**config.mk**
```make
export PLATFORM = sky130hd
export DESIGN_NAME = time_set_ctrl
export DESIGN_NICKNAME = d
export VERILOG_FILES = /design/src/rtl/time_set_ctrl.sv
export SDC_FILE = /design/constraint.sdc
export NUM_CORES = 1
export LEC_CHECK = 0
export CAP_MARGIN = 20
export CORE_MARGIN = 4
export CORE_UTILIZATION = 40
export CTS_CLUSTER_DIAMETER = 60
export DETAILED_ROUTE_END_ITERATION = 10
export GPL_TIMING_DRIVEN = 0
export PLACE_DENSITY = 0.67
export SYNTH_ARGS = -nofsm -noshare
export SYNTH_HDL_FRONTEND = slang
export SYNTH_SLANG_ARGS = --single-unit
```
**constraint.sdc**
```tcl
create_clock -name clk -period 9.1 [get_ports clk]
set_input_delay 2.73 -clock clk [delete_from_list [all_inputs] [get_ports clk]]
set_output_delay 2.73 -clock clk [all_outputs]
set_load 0.02 [all_outputs]
```
**src/rtl/time_set_ctrl.sv**
```systemverilog
// time_set_ctrl: button-driven time editor that snapshots the live time, edits shadow copies
// and commits them to the counter chain as three single-cycle load writes (seconds first).
module time_set_ctrl #(
    parameter int HOURS_MAX      = 23,
    parameter int TIMEOUT_CYCLES = 50_000_000,
    parameter int TO_W           = 26
) (
    input  logic       clk,
    input  logic       reset,
    input  logic       btn_mode,
    input  logic       btn_up,
    input  logic       btn_down,
    input  logic       btn_ok,
    input  logic [5:0] cur_seconds,
    input  logic [5:0] cur_minutes,
    input  logic [5:0] cur_hours,
    output logic       load,
    output logic [1:0] addrs,
    output logic [5:0] data_in,
    output logic       edit_active,
    output logic [1:0] edit_field,
    output logic [5:0] edit_value
);
    typedef enum logic [2:0] {IDLE, EDIT_HR, EDIT_MIN, EDIT_SEC, WR_SEC, WR_MIN, WR_HR} state_t;

    state_t            state, state_n;
    logic [5:0]        sh_hr, sh_min, sh_sec, sh_hr_n, sh_min_n, sh_sec_n;
    logic [TO_W-1:0]   cnt, cnt_n;
    logic              editing, editing_n, expire, load_n;
    logic [1:0]        fld, code_n;
    logic [5:0]        sel, fmax, adj;

    function automatic logic [1:0] code_of(input state_t s);
        return (s == EDIT_HR || s == WR_HR) ? 2'b10 : (s == EDIT_MIN || s == WR_MIN) ? 2'b01 : 2'b00;
    endfunction

    function automatic logic [5:0] pick(input logic [1:0] c, input logic [5:0] h, m, s);
        return c == 2'b10 ? h : c == 2'b01 ? m : s;
    endfunction

    always_comb begin
        editing  = state inside {EDIT_HR, EDIT_MIN, EDIT_SEC};
        expire   = (TIMEOUT_CYCLES != 0) && (cnt == TO_W'(TIMEOUT_CYCLES - 1));
        fld      = code_of(state);
        sel      = pick(fld, sh_hr, sh_min, sh_sec);
        fmax     = fld == 2'b10 ? 6'(HOURS_MAX) : 6'd59;
        // Out-of-range snapshots land on 0 (up) or the field max (down)
        adj      = (btn_up && !btn_down) ? (sel >= fmax ? 6'd0 : sel + 6'd1) :
                   (btn_down && !btn_up) ? ((sel == 6'd0 || sel > fmax) ? fmax : sel - 6'd1) : sel;
        state_n  = state;
        sh_hr_n  = sh_hr;
        sh_min_n = sh_min;
        sh_sec_n = sh_sec;
        cnt_n    = '0;
        unique case (state)
            IDLE: if (btn_mode) begin
                state_n  = EDIT_HR;
                sh_hr_n  = cur_hours;
                sh_min_n = cur_minutes;
                sh_sec_n = cur_seconds;
            end
            EDIT_HR, EDIT_MIN, EDIT_SEC: begin
                if (btn_ok)
                    state_n = WR_SEC;
                else if (btn_mode)
                    state_n = state == EDIT_HR ? EDIT_MIN : state == EDIT_MIN ? EDIT_SEC : EDIT_HR;
                else if (btn_up || btn_down) begin
                    sh_hr_n  = fld == 2'b10 ? adj : sh_hr;
                    sh_min_n = fld == 2'b01 ? adj : sh_min;
                    sh_sec_n = fld == 2'b00 ? adj : sh_sec;
                end else if (expire)
                    state_n = IDLE;
                else
                    cnt_n = cnt + 1'b1;
            end
            WR_SEC:  state_n = WR_MIN;
            WR_MIN:  state_n = WR_HR;
            default: state_n = IDLE;
        endcase
        editing_n = state_n inside {EDIT_HR, EDIT_MIN, EDIT_SEC};
        load_n    = state_n inside {WR_SEC, WR_MIN, WR_HR};
        code_n    = code_of(state_n);
    end

    always_ff @(posedge clk) begin
        if (reset) begin
            state       <= IDLE;
            sh_hr       <= '0;
            sh_min      <= '0;
            sh_sec      <= '0;
            cnt         <= '0;
            load        <= 1'b0;
            addrs       <= 2'b00;
            data_in     <= '0;
            edit_active <= 1'b0;
            edit_field  <= 2'b00;
            edit_value  <= '0;
        end else begin
            state       <= state_n;
            sh_hr       <= sh_hr_n;
            sh_min      <= sh_min_n;
            sh_sec      <= sh_sec_n;
            cnt         <= cnt_n;
            load        <= load_n;
            addrs       <= load_n ? code_n : 2'b00;
            data_in     <= load_n ? pick(code_n, sh_hr_n, sh_min_n, sh_sec_n) : 6'd0;
            edit_active <= editing_n;
            edit_field  <= editing_n ? code_n : 2'b00;
            edit_value  <= editing_n ? pick(code_n, sh_hr_n, sh_min_n, sh_sec_n) : 6'd0;
        end
    end
endmodule

```
# Yosys cells after proc, flatten, opt, wreduce, memory -nomap -nowiden
# Index checks and enable logic that the tools add are counted.
# W data, S select, Z words.
dict set report word_totals {
  register_bits 65
  latchBits 0
  ram_bits 0
  romBits 0
  input_bits 24
  out_inout_bits 18
  word_cells 94
  memories 0
}
dict set report op_classes {
  add_sub_neg 3
  mul 0
  div 0
  n_lt_le_gt_ge 2
  eq_ne 17
  shifts 0
  mux 39
  bitwise 3
  n_reduce_logical 19
}
# op n
set ops {}
lappend ops {{$mux W6} 24}
lappend ops {{$pmux W6 S2} 3}
lappend ops {{$add A26 B1 Y26 const B} 1}
lappend ops {{$eq A26 B26 Y1 const B} 1}
lappend ops {{$eq A3 B3 Y1 const B} 6}
lappend ops {{$mux W3} 5}
lappend ops {{$eq A3 B2 Y1 const B} 4}
lappend ops {{$pmux W3 S4} 1}
lappend ops {{$mux W2} 4}
lappend ops {{$add A6 B1 Y6 const B} 1}
lappend ops {{$eq A3 B1 Y1 const B} 2}
lappend ops {{$ge A6 B6 Y1} 1}
lappend ops {{$gt A6 B6 Y1} 1}
lappend ops {{$logic_not A6 Y1} 1}
lappend ops {{$logic_or A1 B1 Y1} 6}
lappend ops {{$reduce_bool A3 Y1} 2}
lappend ops {{$reduce_or A6 Y1} 1}
lappend ops {{$sub A6 B1 Y6 const B} 1}
lappend ops {{$eq A2 B1 Y1 const B} 2}
lappend ops {{$eq A2 B2 Y1 const B} 2}
lappend ops {{$reduce_or A2 Y1} 2}
lappend ops {{$logic_not A3 Y1} 1}
lappend ops {{$not A1 Y1} 3}
lappend ops {{$reduce_or A3 Y1} 1}
lappend ops {{4 further kinds} 7}

# Depth between registers and ports, before layout
# Gate-level depths: netlist of run 1.
dict set report depth {
  depth_word 19
  depth_mapped 16
  ltp_nobuf 13
}

# Least setup slack after synthesis of run 1
# No wires, ideal clock.
dict set report synth_timing {
  kind {input to register}
  start {input port btn_mode}
  end {register edit_value[2]}
  setup_time_ns 0.078
  arrival_time_ns 4.505
  t_required_ns 9.022
  setup_slack_ns 4.516
  cell_stages 9
  path_buffers 0
  path_cell_list {or2_2 -> nor3_1 -> nand3_1 -> or3_1 -> a211oi_1 -> nor2_1 -> o211ai_1 -> o22ai_1 -> o22ai_1}
}
dict set report synth_via {
  elab_chain_cells 10
}
# element line_no
set synth_lines {}
lappend synth_lines {{start: declaration} 10} ;# input logic btn_mode,
lappend synth_lines {{$mux W3} 65} ;# else if (btn_mode)
lappend synth_lines {{$mux W3} 63} ;# if (btn_ok)
lappend synth_lines {{$pmux W3 S4} 55} ;# unique case (state)
lappend synth_lines {{$eq A3 B2 Y1 / $eq A3 B3 Y1 (equally long branches)} {34, 80}}
lappend synth_lines {{$logic_or A1 B1 Y1} 34} ;# return (s == EDIT_HR || s == WR_HR) ? 2'b10 : (s == EDIT_MIN || s == WR_MIN) ? 2'b01 : 2'b00;
lappend synth_lines {{$mux W1} 34}
lappend synth_lines {{$mux W2} 34}
lappend synth_lines {{$eq A2 B1 Y1} 38} ;# return c == 2'b10 ? h : c == 2'b01 ? m : s;
lappend synth_lines {{$mux W6 (2 in a row)} 38}
lappend synth_lines {{end signal: assignment} 109} ;# edit_value <= editing_n ? pick(code_n, sh_hr_n, sh_min_n, sh_sec_n) : 6'd0;
lappend synth_lines {{end: declaration} 22} ;# output logic [5:0] edit_value
# Parallel ways exist; a longest one is shown, timed or not.
# A chain may end at the register's enable or synchronous reset.

# Final worst setup path of run 1
dict set report layout_timing {
  start {input port btn_ok}
  end {register edit_value[2]}
}
dict set report layout_via {
  elab_chain_cells 9
}
# element line_no
set layout_lines {}
lappend layout_lines {{start: declaration} 13} ;# input logic btn_ok,
lappend layout_lines {{$mux W3} 63}
lappend layout_lines {{$pmux W3 S4} 55}
lappend layout_lines {{$eq A3 B2 Y1 / $eq A3 B3 Y1 (equally long branches)} {34, 80}}
lappend layout_lines {{$logic_or A1 B1 Y1} 34}
lappend layout_lines {{$mux W1} 34}
lappend layout_lines {{$mux W2} 34}
lappend layout_lines {{$eq A2 B1 Y1} 38}
lappend layout_lines {{$mux W6 (2 in a row)} 38}
# Parallel ways exist; a longest one is shown, timed or not.

==> metrics.txt, run 1 <==
status finished, final reports clean; Critical path buffers and inverters 1; post-CTS resize count 0; drt wl/cell 17.3 um; largest net degree at the start of global routing 13; Max Clock Skew a little over 0.005 ns; Peak supply drop about 0.077 mV; CP required between 9 and 10 ns; P&R area growth vs syn 19.2%; initial core utilization a little over two fifths; Via Count just over 4000; Clock Root Buffer clkbuf_8; vias in the first global route between 3000 and 4000; crit path launch type input port; RR Startpoint state[2]; die width 107 um; total negative setup slack 0 ns; Setup Viol. Count Final 0; first-pass GRT wire length around 19000 um; Max Freq ~180 MHz; period utilization between 50% and 60%; Die Area around 11000 sq um; drt first pass iters 8; delay of the slowest cell on the worst path about 0.56 ns; FF-to-FF End data_in[4]; Slew HR ~45%; Post-DRT Antenna Nets 0; Arr. time, crit path 5.70 ns; Syn Area/Cell slightly below 8 sq um; Top delay family on crit path simple AND/OR/NAND/NOR gates; fill cell count slightly above 900; syn nets about 530; async set-or-reset flop fraction in the synthesized netlist 0%; clk slew on worst S/H paths around 0.070 ns; Synth top area share about a third; Yosys reg bits between 60 and 70; Leak 1.58 nW; Via density roughly 6; clock sinks 65; cell area after layout about 4700 sq um; Period minus WS final ~5.4 ns; CTS Hold Bufs 0; YS warnings 0; Rows 35; CTS Buf Count 9; stages on the worst setup path 10; R2R Setup Slk about 5 ns; crit path launch btn_ok; H-tree lvl count 3; dpl hpwl approximately 9100 um; Crit Path Class input port to register; Fin. Hold Viols 0; Yosys top cell by area dfxtp_1; Synth area leaders dfxtp_1 33%, nor2_1 6.7%, nand2_1 4.1%; Seq/Total Area, Yosys around 33%; crit path cell chain clkdlybuf4s50_1, or2_2, nor3_1, nand3_1, or3_1, a211oi_1, nor2_1, o211ai_1, o22ai_1, o22ai_1; Tightest Pin Transition ~0.82 ns; share of layout cells above drive strength 1 7.89%; Mapped Area 3930 sq um; Final Power around 0.00073 W; Hold WC Path Type register to register; GRT Util Overall about a fifth; Die Y about 110 um; I/O pins 42; Final #Nets approximately 580; number of synthesized flops with an enable pin 0; n_diodes 0; final wirelength approximately 12000 um; Worst Setup EP edit_value[2]; R2R cell count 16; Placed Instance Area between 4000 and 5000 sq um; post-synthesis cell type count between 70 and 80; PD cells 157 nW/um^2; IO Port Bufs 41; Iteration-0 DRC Markers 378; post-CTS setup repair buffer count 0; Synth Instances 500; core area around 9400 sq um; global placement routability congestion approximately 0.97; crit end category register; max cap viols 0; CTS Buffer Depth 2; Crit Path Max Fanout 7; clk_lat worst skew ~0.35 ns; Top cell by count, worst path o22ai_1; unrepaired setup endpoints after global routing false; Crit-path slowest cell clkdlybuf4s50_1; grt ovf 0; Slew Limit Fails 0; CTS tree yes; DR DRC count 0; most frequently used flop master after synthesis dfxtp_1; initial antenna violation count 0
final cells by class:
class                      instances  area (sq um)  share of cell area, %
sequential                        65          1300                   27.8
clock inverter                     7          46.3                  0.989
multi-input combinational        393          2450                   52.4
buffer                            27           116                   2.48
clock buffer                       9           124                   2.64
timing repair buffer              42           423                   9.03
tap                              129           161                   3.45
inverter                          15          56.3                   1.20
kinds of logic after synthesis:
family                     share of synthesized area, %
muxes                                              2.23
buffers and inverters                              4.39
and+or+nand+nor                                    26.9
xor gates and xnor gates                           5.13
adders and majority gates                          1.53
DFF                                                33.1
AOI/OAI and AO/OA                                  26.7
flip-flops by register name (all words and copies together), names as in the netlist:
signal       flops
cnt             26
data_in          6
edit_value       6
sh_hr            6
sh_min           6
sh_sec           6
state            3
addrs            2
edit_field       2
edit_active      1
load             1
placed cells by master (no fill, tap or decap), drive strengths merged, types with 5 or more instances in the layout:
master and instances:
nor2 70, dfxtp 65, nand2 43, clkdlybuf4s50 41, a21oi 26, clkbuf 24
o21ai 22, nand3 21, o22ai 16, inv 15, xor2 14, buf 12
nor3 11, a211oi 10, nor3b 9, xnor2 9, and3 9, a22oi 8
nor2b 7, o211ai 7, or3 7, o21bai 6, nand4 6, mux2 6
and2 5
Yosys cell counts (all sizes together), types with 8 or more instances:
cell and n:
a211oi 10, a21oi 26, a22oi 8, and3 9, buf 12, clkbuf 15
dfxtp 65, inv 14, nand2 43, nand3 21, nor2 70, nor3 11
nor3b 9, o21ai 22, o22ai 16, xnor2 9, xor2 14
worst min path at each step:
stage / startpoint / endpoint / slack, ns / cells after the start
after floorplan: cnt[0] / cnt[0] / 0.43 / 1
after global placement: cnt[0] / cnt[0] / 0.46 / 1
after detailed placement: cnt[0] / cnt[0] / 0.47 / 1
after CTS: cnt[0] / cnt[0] / 0.48 / 1
after global routing: cnt[0] / cnt[0] / 0.49 / 1
final: cnt[0] / cnt[0] / 0.48 / 1
worst register-to-register path, cell delays in order, from the launching register on:
cell      delay, ns
dfxtp_1        0.33
buf_2          0.20
buf_2          0.23
buf_4          0.20
nor2_1         0.07
a211oi_1       0.22
o22ai_1        0.27
inv_1          0.12
ha_1           0.23
o221ai_1       0.15
a41o_1         0.25
o211ai_1       0.23
a311oi_1       0.19
a221oi_1       0.73
nor2_1         0.09
a221oi_1       0.40
o22ai_1        0.16
stage by stage:
stage | util (%) | setup WS (ns) | hold slack, ns | cells
after floorplan | - | 4.52 | 0.430 | 500
after global placement | 47.8 | 3.40 | 0.457 | 670
after detailed placement | 47.8 | 3.36 | 0.473 | 670
after CTS | 49.6 | 3.71 | 0.485 | 686
after global routing | 49.7 | 3.44 | 0.490 | 687
final | 49.7 | 3.66 | 0.479 | 687
routing by layer:
metal | wire (um) | track usage (%) | vias up | part of all wire [%]
li1 | - | - | 1960 | -
met1 | 5010 | 25.8 | 1920 | 42
met2 | 5630 | 34.9 | 152 | 47
met3 | 810 | 5.66 | 34 | 6.8
met4 | 462 | 7.21 | 0 | 3.9
met5 | 0 | 0 | - | 0
power by group:
| group | leakage [nW] | total, W | internal, W | switching [W] |
|---|---|---|---|---|
| logic | 0.973 | 0.000213 | 0.0000844 | 0.000129 |
| registers | 0.528 | 0.000308 | 0.000298 | 0.0000104 |
| clock network | 0.0814 | 0.000213 | 0.0000979 | 0.000115 |
Note: power is estimated with default switching activity, not from simulation.
==> inputs of run 2 (changes only) <==
PLACE_DENSITY = 0.69   (was 0.67)
clock period = 4.85 ns   (was 9.1 ns; I/O delays follow)
==> run 2 against run 1 <==
  * Sequential power grew 88%
  * Critical path depth increased by 4
  * Cell area grew 0.56%
  * Largest cell class unchanged
  * Count of clock-buffer cells in the layout grew 1
  * Flip-flop and latch count unchanged
  * Die area is the same
  * Sequential share of layout area shrank 0.16 points
  * Via count fell by 0.52%
  * Combinational power up 86%
  * Clock skew grew 0.0018 ns
  * Cell count decreased by 0.29%
==> metrics.txt, run 2 (synthesis gave the netlist of run 1 again) <==
cell area after layout roughly 4700 sq um; Via Count between 4000 and 5000; sequential power share between 30 and 40%; Cell Count, Final, Fillers Out between 600 and 700; Logic pwr share a little over a quarter; clk slew on worst S/H paths ~0.07 ns; CTS Buf Count 9; Rows 35; GRT Util Overall between 20% and 30%; crit path launch state[0]; CTS Hold Bufs 0; IO Port Bufs slightly above 40; global placement routability congestion slightly below 1; share of layout cells above drive strength 1 7.55%; die width between 100 and 150 um; dpl hpwl 9150 um; met3 track utilization from global routing 5.60%; max cap viols 0; post-CTS setup repair buffer count 0; Die Area ~11000 sq um; Setup Viol. Count Final 0; Iteration-0 DRC Markers 389; total negative setup slack 0 ns; FF-to-FF End data_in[4]; Worst Setup EP data_in[4]; first-pass GRT wire length ~19000 um; P&R area growth vs syn 19.9%; Net Sw Frac a little under a third; delay of the slowest cell on the worst path approximately 0.74 ns; Top Usage Layer GRT met2; Leak approximately 1.6 nW; core area roughly 9400 sq um; n_diodes 0; M1 GR Usage ~27%; Slew HR 26.7%; clock power share roughly 33%; Final #Nets 580; crit path launch type register; largest net degree at the start of global routing 12; Via density ~5.9; drt first pass iters 7; Multi-input gate area around 2500 sq um; Post-DRT Antenna Nets 0; clock sinks 65; Crit-path slowest cell a221oi_1; Placed Instance Area 4500 sq um; R2R cell count 14; vias in the first global route between 3000 and 4000; initial antenna violation count 0; Tightest Pin Transition around 1.1 ns; Max Freq 238 MHz; Crit Path Max Fanout 10; post-CTS resize count 0; worst-case hold slack roughly 0.47 ns; Arr. time, crit path 4.41 ns; unrepaired setup endpoints after global routing false; DR DRC count 0; Peak supply drop 0.200 mV; most common cell after layout, fill and taps aside nor2_1; grt met2 use 35.2%; CTS tree yes; CTS Buffer Depth 2; Slew Limit Fails 0; R2R Setup Slk around 0.64 ns; Fin. Hold Viols 0; utilization after layout around half; period utilization between 80 and 90%; Max Clock Skew 0.00686 ns; placed cell count 670; grt ovf 0; max reg flops 26; Die Y 107 um; PD cells 310 nW/um^2; crit path cell chain buf_2, nand2b_1, o22a_1, o22ai_1, inv_1, ha_1, o221ai_1, a41o_1, o211ai_1, a311oi_1, a221oi_1, nor2_1, a221oi_1, o22ai_1; I/O pins 42; initial core utilization a little over two fifths; drt wl/cell between 15 and 20 um; Crit Path Class register to register; crit end category register; CP required approximately 5.1 ns; final wirelength 11800 um; clk_lat worst skew approximately 0.34 ns; RR Startpoint state[0]; status finished, final reports clean; Hold WC Path Type register to register; H-tree lvl count 3; Period minus WS final 4.21 ns; Reg area 1300 sq um; Clock Root Buffer clkbuf_8; fill cell count ~900; most frequent cells in the layout 70 x nor2_1, 65 x dfxtp_1, 43 x nand2_1, 41 x clkdlybuf4s50_1, 26 x a21oi_1; Net Sw Power 0.000459 W; P_int between 0.001 and 0.0015 W; largest reg by FF count cnt
run 2: worst min-delay path by stage:
stage / depth (start not counted) / endpoint / start / slack, ns
after floorplan: 1 / cnt[0] / cnt[0] / 0.43
after global placement: 1 / cnt[0] / cnt[0] / 0.45
after detailed placement: 1 / cnt[0] / cnt[0] / 0.46
after CTS: 1 / cnt[0] / cnt[0] / 0.47
after global routing: 1 / cnt[0] / cnt[0] / 0.49
final: 1 / cnt[0] / cnt[0] / 0.47
run 2: power groups by stage:
stage	Combinational [W]	Sequential, W	Clock (W)
2_1_floorplan	0.000253	0.000597	0
3_3_place_gp	0.000382	0.000590	0
3_5_place_dp	0.000386	0.000591	0
4_1_cts	0.000388	0.000579	0.000499
5_1_grt	0.000432	0.000581	0.000527
6_report	0.000396	0.000579	0.000486
run 2: critical path: cells and delay by family (launching register included):
family	cells	cell delay, ns
and+or+nand+nor	2	0.45
AOI/OAI and AO/OA	9	2.55
adders and majority gates	1	0.24
DFF	1	0.47
buffers and inverters	2	0.38
run 2: through the flow:
stage          setup slack (ns)  power (W)
2_1_floorplan              1.54   0.000850
4_1_cts                   0.727    0.00147
5_1_grt                   0.300    0.00154
3_5_place_dp              0.381   0.000977
3_3_place_gp              0.399   0.000972
6_report                  0.645    0.00146
run 2: layout make-up:
type,count,area share (%)
inverters,15,1.20
well taps,129,3.43
clock buffers,10,2.71
multi-input cells,393,52.1
repair buffers,41,8.71
flip-flops and latches,65,27.6
clock inverters,5,1.73
plain buffers,27,2.47
run 2: per-layer routing:
layer	wire length (um)	part of all wire, %
met1	4930	42
met2	5630	48
met4	386	3.3
met5	0	0
met3	899	7.6
==> inputs of run 3 (changes only) <==
PLACE_DENSITY = 0.67   (was 0.69)
RECOVER_POWER = 100   (was not set)
clock period = 4.3 ns   (was 4.85 ns; I/O delays follow)
==> run 3 against run 2 <==
  * Sequential power up 13%
  * Non-clock buffer count up 1
  * Via count about the same
  * Worst hold slack better by 0.0076 ns
  * Combinational power up 14%
  * Wire length up 1.2%
  * Flip-flop and latch count unchanged
  * First-iteration DRC count down 2.3%
  * Cell area down 0.35%
  * Critical endpoint is now data_in[5]
  * Largest cell class unchanged
==> metrics.txt, run 3 (synthesis gave the netlist of run 1 again) <==
die width between 100 and 150 um; max reg flops 26; Arr. time, crit path 4.35 ns; Tightest Pin Transition 0.787 ns; Die Area around 11000 sq um; unrepaired setup endpoints after global routing false; Final Power approximately 0.0016 W; Crit Path Max Fanout 10; PD cells between 300 and 400 nW/um^2; Slew HR 46.9%; share of layout cells above drive strength 1 between 8 and 9%; CTS Buffer Depth 2; CP required roughly 4.6 ns; Rows 35; DR DRC count 0; vias in the first global route 3845; initial core utilization between 40% and 50%; largest net degree at the start of global routing 13; drt wl/cell about 17 um; CTS Buf Count 9; Clock Root Buffer clkbuf_8; Final #Nets around 580; status finished, final reports clean; largest reg by FF count cnt; global placement routability congestion just under 1; most frequent cells in the layout 70 x nor2_1, 65 x dfxtp_1, 43 x nand2_1, 26 x a21oi_1; drt first pass iters 5; hold_sp cnt[0]; placed cell count 670; Cell Count, Final, Fillers Out a little under 700; max cap viols 0; n_diodes 0; Max Freq ~250 MHz; dpl hpwl between 9000 and 10000 um; GRT Util Overall about a fifth; Slew Limit Fails 0; H-tree lvl count 3; Via density 5.89; final wirelength 12000 um; I/O pins 42; period utilization approximately 95%; Setup Viol. Count Final 0; crit path launch btn_mode; Period minus WS final approximately 4 ns; IO Port Bufs 41; RR Startpoint state[1]; first-pass GRT wire length around 19000 um; crit end category register; most common cell after layout, fill and taps aside nor2_1; Peak supply drop between 0.15 and 0.2 mV; CTS Hold Bufs 0; P&R area growth vs syn 19.5%; core area about 9400 sq um; clk slew on worst S/H paths 0.07 ns; crit path launch type input port; clk_lat worst skew 0.34 ns; clock sinks 65; Fin. Hold Viols 0; Die Y ~110 um; grt ovf 0; CTS tree yes; Post-DRT Antenna Nets 0; initial antenna violation count 0; Iteration-0 DRC Markers 380; Max Clock Skew 0.00451 ns; Crit Path Class input port to register; Leak around 1.6 nW; Hold WC Path Type register to register; Via Count 4049
[run 3: cell types whose count changed in the layout (fill, tap and decap cells not counted), moves of 2 or more]
cell,change
clkdlybuf4s50_1,-20
dlygate4sd3_1,+20
bufinv_16,-2
clkinv_2,+2
clkinvlp_4,+2
[run 3: what timing repair did]
item | CTS | global route
buffers inserted | 0 | 0
gates resized for setup | 0 | 3
endpoints found under the setup margin | 0 | 11
endpoints found under the hold margin | 0 | 0
[run 3: report_power, final]
| group | internal, W | switching, W |
|---|---|---|
| Clock | 0.000207 | 0.000243 |
| Combinational | 0.000176 | 0.000276 |
| Sequential | 0.000630 | 0.0000214 |
[run 3: worst max-delay path, cell delays in order]
cell	delay [ns]
dlygate4sd3_1	0.60
clkbuf_1	0.37
nor2b_1	0.33
and2_0	0.17
clkbuf_1	0.34
clkbuf_1	0.49
a22oi_1	0.25
a31oi_2	0.25
o21ai_0	0.10
a21oi_1	0.15
[run 3: metal layers]
metal	part of all wire, %	routed length [um]	vias to the layer above	global-route usage (%)
li1	-	-	1963	-
met1	42	5060	1908	25.8
met2	48	5700	149	34.9
met3	6.9	830	29	5.66
met4	3.4	406	0	7.21
met5	0	0	-	0
[run 3: final cells by class]
type                            count  area (sq um)
Sequential cell                    65          1300
Inverter                           15          56.3
Tap cell                          129           161
Clock inverter                      7          46.3
Timing Repair Buffer               42           414
Buffer                             27           116
Multi-Input combinational cell    393          2470
Clock buffer                        9           124
Fill cell                         919          4720
[run 3: worst paths after layout]
path	to	slack, ns	cells past startpoint
min	cnt[0]	0.48	1
max reg2reg	edit_value[0]	0.27	15
min reg2reg	cnt[0]	0.48	1
max	data_in[5]	0.23	10
[run 3: per-stage QoR]
step	setup WS [ns]	util, %	hold WS (ns)	setup TNS (ns)	instance area, sq um
final	0.228	49.8	0.479	0	4690
after global routing	0.0200	49.8	0.490	0	4690
after CTS	0.182	49.6	0.485	0	4670
after detailed placement	-0.00500	47.8	0.473	-0.00500	4500
after global placement	0.0425	47.8	0.457	0	4500
after floorplan	1.10	-	0.430	0	3930
